## config.mk

```make
export PLATFORM = sky130hd
export DESIGN_NAME = detector_botoes_multi
export DESIGN_NICKNAME = d
export VERILOG_FILES = /design/src/rtl/detector_botoes_multi.sv
export SDC_FILE = /design/constraint.sdc
export NUM_CORES = 1
export LEC_CHECK = 0
export ABC_AREA = 1
export ABC_CLOCK_PERIOD_IN_PS = 24600
export BUFFER_PORTS_ARGS = -buffer_cell sky130_fd_sc_hd__buf_2
export CAP_MARGIN = 10
export CELL_PAD_IN_SITES_DETAIL_PLACEMENT = 1
export CELL_PAD_IN_SITES_GLOBAL_PLACEMENT = 1
export CORE_UTILIZATION = 51
export DETAILED_ROUTE_END_ITERATION = 7
export GPL_ROUTABILITY_DRIVEN = 0
export HOLD_SLACK_MARGIN = 0.1
export PLACE_DENSITY = 0.85
export SKIP_LAST_GASP = 1
export SYNTH_ARGS = -nofsm -noshare
export SYNTH_HDL_FRONTEND = slang
export SYNTH_SLANG_ARGS = --single-unit
```

## constraint.sdc

```tcl
create_clock -name clk -period 24.6 [get_ports clk]
set_input_delay 3.69 -clock clk [delete_from_list [all_inputs] [get_ports clk]]
set_output_delay 3.69 -clock clk [all_outputs]
set_load 0.005 [all_outputs]
```

## src/rtl/detector_botoes_multi.sv

```systemverilog
`default_nettype none
// ============================================================================
// Module      : detector_botoes_multi
// Description : Multi-channel push-button conditioner. Each channel has its
//               own 2-flop synchroniser, stable-time debouncer, press/release
//               edge pulses, long-press pulse and optional auto-repeat pulses.
//               All channels are independent and share only clk/rst.
// Ports       : clk          - system clock, rising edge
//               rst          - asynchronous active-high reset
//               botoes_in    - raw asynchronous button levels
//               estado       - debounced level per channel (1 = pressed)
//               pulso_sobe   - one-cycle pulse on debounced press
//               pulso_desce  - one-cycle pulse on debounced release
//               pulso_longo  - one-cycle pulse after CICLOS_LONGO held cycles
//               pulso_repete - periodic one-cycle pulses after long press
// Revision    : 1.0 - initial release
// ============================================================================
module detector_botoes_multi #(
  parameter int N_BOTOES        = 4,
  parameter int CICLOS_DEBOUNCE = 500000,
  parameter int CICLOS_LONGO    = 50000000,
  parameter int CICLOS_REPETE   = 10000000,
  parameter int HABILITA_REPETE = 1,
  parameter int ATIVO_BAIXO     = 0
) (
  input  logic                clk,
  input  logic                rst,
  input  logic [N_BOTOES-1:0] botoes_in,
  output logic [N_BOTOES-1:0] estado,
  output logic [N_BOTOES-1:0] pulso_sobe,
  output logic [N_BOTOES-1:0] pulso_desce,
  output logic [N_BOTOES-1:0] pulso_longo,
  output logic [N_BOTOES-1:0] pulso_repete
);

  localparam int W_DEB  = $clog2(CICLOS_DEBOUNCE + 1);
  localparam int W_HOLD = $clog2(CICLOS_LONGO + 1);
  localparam int W_REP  = $clog2(CICLOS_REPETE + 1);

  localparam logic [W_DEB-1:0]  DEB_ULTIMO = W_DEB'(CICLOS_DEBOUNCE - 1);
  localparam logic [W_HOLD-1:0] HOLD_FIM   = W_HOLD'(CICLOS_LONGO);
  localparam logic [W_HOLD-1:0] HOLD_PRE   = W_HOLD'(CICLOS_LONGO - 1);
  localparam logic [W_REP-1:0]  REP_ULTIMO = W_REP'(CICLOS_REPETE - 1);
  localparam logic              INVERTE    = (ATIVO_BAIXO != 0);

  logic [N_BOTOES-1:0] entrada;
  logic [N_BOTOES-1:0] sync1;
  logic [N_BOTOES-1:0] sync2;
  logic [N_BOTOES-1:0] estado_anterior;

  // Inversion happens before the synchroniser so that everything downstream,
  // including the reset level, is in "1 = pressed" terms.
  assign entrada = botoes_in ^ {N_BOTOES{INVERTE}};

  always_ff @(posedge clk or posedge rst) begin
    if (rst) begin
      sync1 <= '0;
      sync2 <= '0;
    end else begin
      sync1 <= entrada;
      sync2 <= sync1;
    end
  end

  // Edge pulses compare the debounced level with its one-cycle-old copy.
  always_ff @(posedge clk or posedge rst) begin
    if (rst) begin
      estado_anterior <= '0;
      pulso_sobe      <= '0;
      pulso_desce     <= '0;
    end else begin
      estado_anterior <= estado;
      pulso_sobe      <= estado & ~estado_anterior;
      pulso_desce     <= ~estado & estado_anterior;
    end
  end

  for (genvar i = 0; i < N_BOTOES; i++) begin : g_canal
    logic [W_DEB-1:0]  cnt_deb;
    logic [W_HOLD-1:0] cnt_hold;
    logic              estado_q;
    logic              longo_q;

    // Counter only advances while the synchronised level disagrees with the
    // accepted level; any agreeing cycle discards all accumulated credit.
    always_ff @(posedge clk or posedge rst) begin
      if (rst) begin
        cnt_deb  <= '0;
        estado_q <= 1'b0;
      end else if (sync2[i] == estado_q) begin
        cnt_deb <= '0;
      end else if (cnt_deb == DEB_ULTIMO) begin
        estado_q <= sync2[i];
        cnt_deb  <= '0;
      end else begin
        cnt_deb <= cnt_deb + 1'b1;
      end
    end

    // Hold timer saturates at the long-press point; the pulse is issued on
    // the single edge where it steps onto that value.
    always_ff @(posedge clk or posedge rst) begin
      if (rst) begin
        cnt_hold <= '0;
        longo_q  <= 1'b0;
      end else begin
        longo_q <= 1'b0;
        if (!estado_q) begin
          cnt_hold <= '0;
        end else if (cnt_hold != HOLD_FIM) begin
          cnt_hold <= cnt_hold + 1'b1;
          longo_q  <= (cnt_hold == HOLD_PRE);
        end
      end
    end

    assign estado[i]      = estado_q;
    assign pulso_longo[i] = longo_q;

    if (HABILITA_REPETE != 0) begin : g_repete
      logic [W_REP-1:0] cnt_rep;
      logic             repete_q;

      // Runs only once the hold timer sits at the long point, so the first
      // repeat lands a full period after pulso_longo and never on it.
      always_ff @(posedge clk or posedge rst) begin
        if (rst) begin
          cnt_rep  <= '0;
          repete_q <= 1'b0;
        end else if (!estado_q || (cnt_hold != HOLD_FIM)) begin
          cnt_rep  <= '0;
          repete_q <= 1'b0;
        end else if (cnt_rep == REP_ULTIMO) begin
          cnt_rep  <= '0;
          repete_q <= 1'b1;
        end else begin
          cnt_rep  <= cnt_rep + 1'b1;
          repete_q <= 1'b0;
        end
      end

      assign pulso_repete[i] = repete_q;
    end else begin : g_sem_repete
      assign pulso_repete[i] = 1'b0;
    end
  end

endmodule
`default_nettype wire

```

==> summary.txt <==
Place
  • Post-DP Area: 17600 µm²
  • Input/output buffers: 25
  • # placed instances: 2829
  • Dpl ws: 17.40 ns
  • Hpwl dp: 32.0 mm

GRT
  • First-pass GRT wire length: 77.7 mm
  • Total gr overflow: 0
  • GRT Total Usage: 27.6%
  • Vias in the first global route: 16.3k
  • Initial antenna violation count: 0
  • Largest net degree at the start of global routing: 105

CTS
  • CTS clk-pin slew, worst paths: 0.06 ns
  • Post-CTS Hold Buffers: 0
  • H-tree depth: 2
  • Resized Gates After CTS: 0
  • Clk buf depth: 3
  • Cts bufs inserted: 36
  • CTS Sinks: 308
  • Root Buffer: clkbuf_16
  • Post-CTS setup buffers: 0
  • Clk_lat worst skew: 0.51 ns
  • CTS tree: built

Synth
  • Register bit total from synthesis: 308
  • Syn Nets: 2411
  • Top cells by count, synth: 588 x nor2_1, 549 x nand2_1, 308 x dfrtp_1, 300 x inv_1, 167 x nand3_1
  • Mapped Area: 17100 µm²
  • Post-synth EDFFs: 0
  • Synth cell types: 39
  • FFs w/ async S/R, synth: 100%
  • Post-synth top flop: dfrtp_1
  • Seq/Total Area, Yosys: 45.1%
  • Synth Instances: 2389
  • Avg Cell Area, Syn: 7.15 µm²
  • Top-count cell post-synth: nor2_1
  • Yosys top cell area share: 45.1%
  • Yosys warning count: 0
  • Synth top area cells: dfrtp_1 45%, nor2_1 13%, nand2_1 12%, inv_1 6.6%, nand3_1 4.9%
  • Post-synth top area cell: dfrtp_1

STA
  • Final Hold Viols: 0
  • Maximum clock rate: 0.155 GHz
  • RSZ-0062 raised after global routing: no
  • Number of setup violations in the final report: 0
  • Rel. slew slack: 37.1%
  • Fin crit period: 6.45 ns
  • Clock skew: 0.00872 ns
  • Hold WS: 0.350 ns
  • Final period util: 26.2%
  • Setup WS post-layout: 18.15 ns
  • TNS Setup: 0 ns
  • Worst Tran Pin Value: 0.934 ns
  • Fin. max-slew vios: 0

Floorplan
  • Die area: 34200 µm²
  • CORE AREA: 32800 µm²
  • Io pins: 26
  • Row count: 66
  • Starting Density: 52.1%
  • Die height: 185 µm
  • Chip width: 185 µm

Routing
  • Iter 0 DRT Violations: 602
  • WL per Instance: 15.7 µm
  • DRT antenna net count: 0
  • DRC viols: 0
  • First drt pass iteration count: 5
  • Via count: 15.4k
  • Drt total wl: 45.3 mm
  • Post-DR vias/cell: 5.33

Setup path
  • FF-to-FF path depth: 4
  • Buf/Inv on CP: 5
  • Crit Path Class: in -> async
  • Worst R2R Start: g_canal[0].estado_q
  • CP top delay family: buffers and inverters
  • Worst setup EP type: asynchronous set/reset pin
  • Critical Path Start: rst
  • CP required: 25.11 ns
  • R2R Path End: g_canal[0].g_repete.cnt_rep[1]
  • Critical path fanouts, max: 104
  • Crit path largest cell delay: 0.84 ns
  • CP dominant cell by count: buf_4
  • Worst-path cell chain: buf_2, inv_8, buf_4, buf_4, buf_4
  • R2R setup slack: 21.91 ns
  • Startpoint Class: input port
  • CP Data Arrival Time: 6.96 ns
  • Crit-path slowest cell: buf_4

Power
  • Total power: 1.08 mW
  • Worst VDD drop: 0.0553 mV
  • P_leak: 8.27 nW
  • Pwr Density: 57.3 nW/µm²

Cells and area
  • Design area: 18800 µm²
  • Non-Filler Instances: 2891
  • Core Util, Final: 57.4%
  • Share of cells above drive strength 1: 5.47%
  • Area grow syn2layout: 10.1%
  • Nets@finish: 2447
  • N_diodes: 0

Worst hold path
  • Hold EP: sync2[3]
  • Worst Hold Launch: sync1[3]
  • Min-delay worst type: reg -> reg
  • Cell count of the worst hold path: 0

Run
  • Max-capacitance violation count: 0

Status
  • Status: completed
[cell families after synthesis]
kind of cell               after synthesis  synth area share [%]
and+or+nand+nor                       1507                  37.3
AOI/OAI and AO/OA                      141                  4.36
adders and majority gates               16                  1.17
xor gates and xnor gates                78                  4.00
DFF                                    308                  45.1
buffers and inverters                  339                  8.11
[cell usage in the layout (no fill, tap or decap), types with 4 or more instances in the layout]
cell type  instances
a21oi_1           61
a31oi_1           10
buf_2             25
buf_4              6
bufinv_16          5
clkbuf_16         37
clkbuf_8           6
clkinv_1           4
clkinv_2          10
dfrtp_1          308
ha_1              16
inv_1            299
nand2_1          549
nand2_2            7
nand3_1          167
nand3_2            6
nand3b_1           4
nand4_1           58
nor2_1           588
nor2_2            14
nor2_4             4
nor3_1            86
nor3b_1            9
o21ai_0           60
xnor2_1           21
xor2_1            57
[where the power goes]
group / internal (mW) / leakage [nW] / switching, mW
Combinational: 0.00264 / 3.39 / 0.0147
Sequential: 0.509 / 4.28 / 0.00183
Clock: 0.334 / 0.603 / 0.215
[worst reg2reg max path, stage by stage (launching register included)]
cell	delay [ns]
dfrtp_1	0.90
clkinv_1	0.57
nor3_4	0.71
nand2_2	0.27
nor2_1	0.16
[area by class of cell]
class | count | area (µm²)
clock buffer | 46 | 1020
clock inverter | 16 | 186
fill | 4318 | 14000
inverter | 306 | 1180
multi-input combinational | 1742 | 7990
sequential | 308 | 7710
tap | 442 | 553
timing repair buffer | 31 | 170
[worst max-delay path by stage]
stage | to | slack (ns) | cells past startpoint
floorplan | estado_anterior[0] | 12.39 | 1
global placement | g_canal[1].g_repete.cnt_rep[10] | 17.44 | 5
detailed placement | g_canal[2].cnt_deb[18] | 17.40 | 5
CTS | g_canal[1].g_repete.cnt_rep[11] | 17.94 | 5
global route | g_canal[1].g_repete.cnt_rep[11] | 17.54 | 5
finish | g_canal[2].cnt_deb[16] | 18.15 | 5
[routing by layer]
layer | share of wire (%) | track usage (%)
met5 | 0 | 0
met4 | 1.6 | 6.61
met3 | 2.4 | 2.99
met2 | 51 | 49.7
met1 | 45 | 35.3
[sequential cells by signal, summed over array words and instances (netlist names)]
| name | flops |
|---|---|
| g_canal.longo_q | 4 |
| sync1 | 4 |
| g_canal.estado_q | 4 |
| pulso_sobe | 4 |
| sync2 | 4 |
| g_canal.g_repete.cnt_rep | 96 |
| pulso_desce | 4 |
| g_canal.cnt_hold | 104 |
| g_canal.cnt_deb | 76 |
| g_canal.g_repete.repete_q | 4 |
| estado_anterior | 4 |
Note: power is estimated with default switching activity, not from simulation.
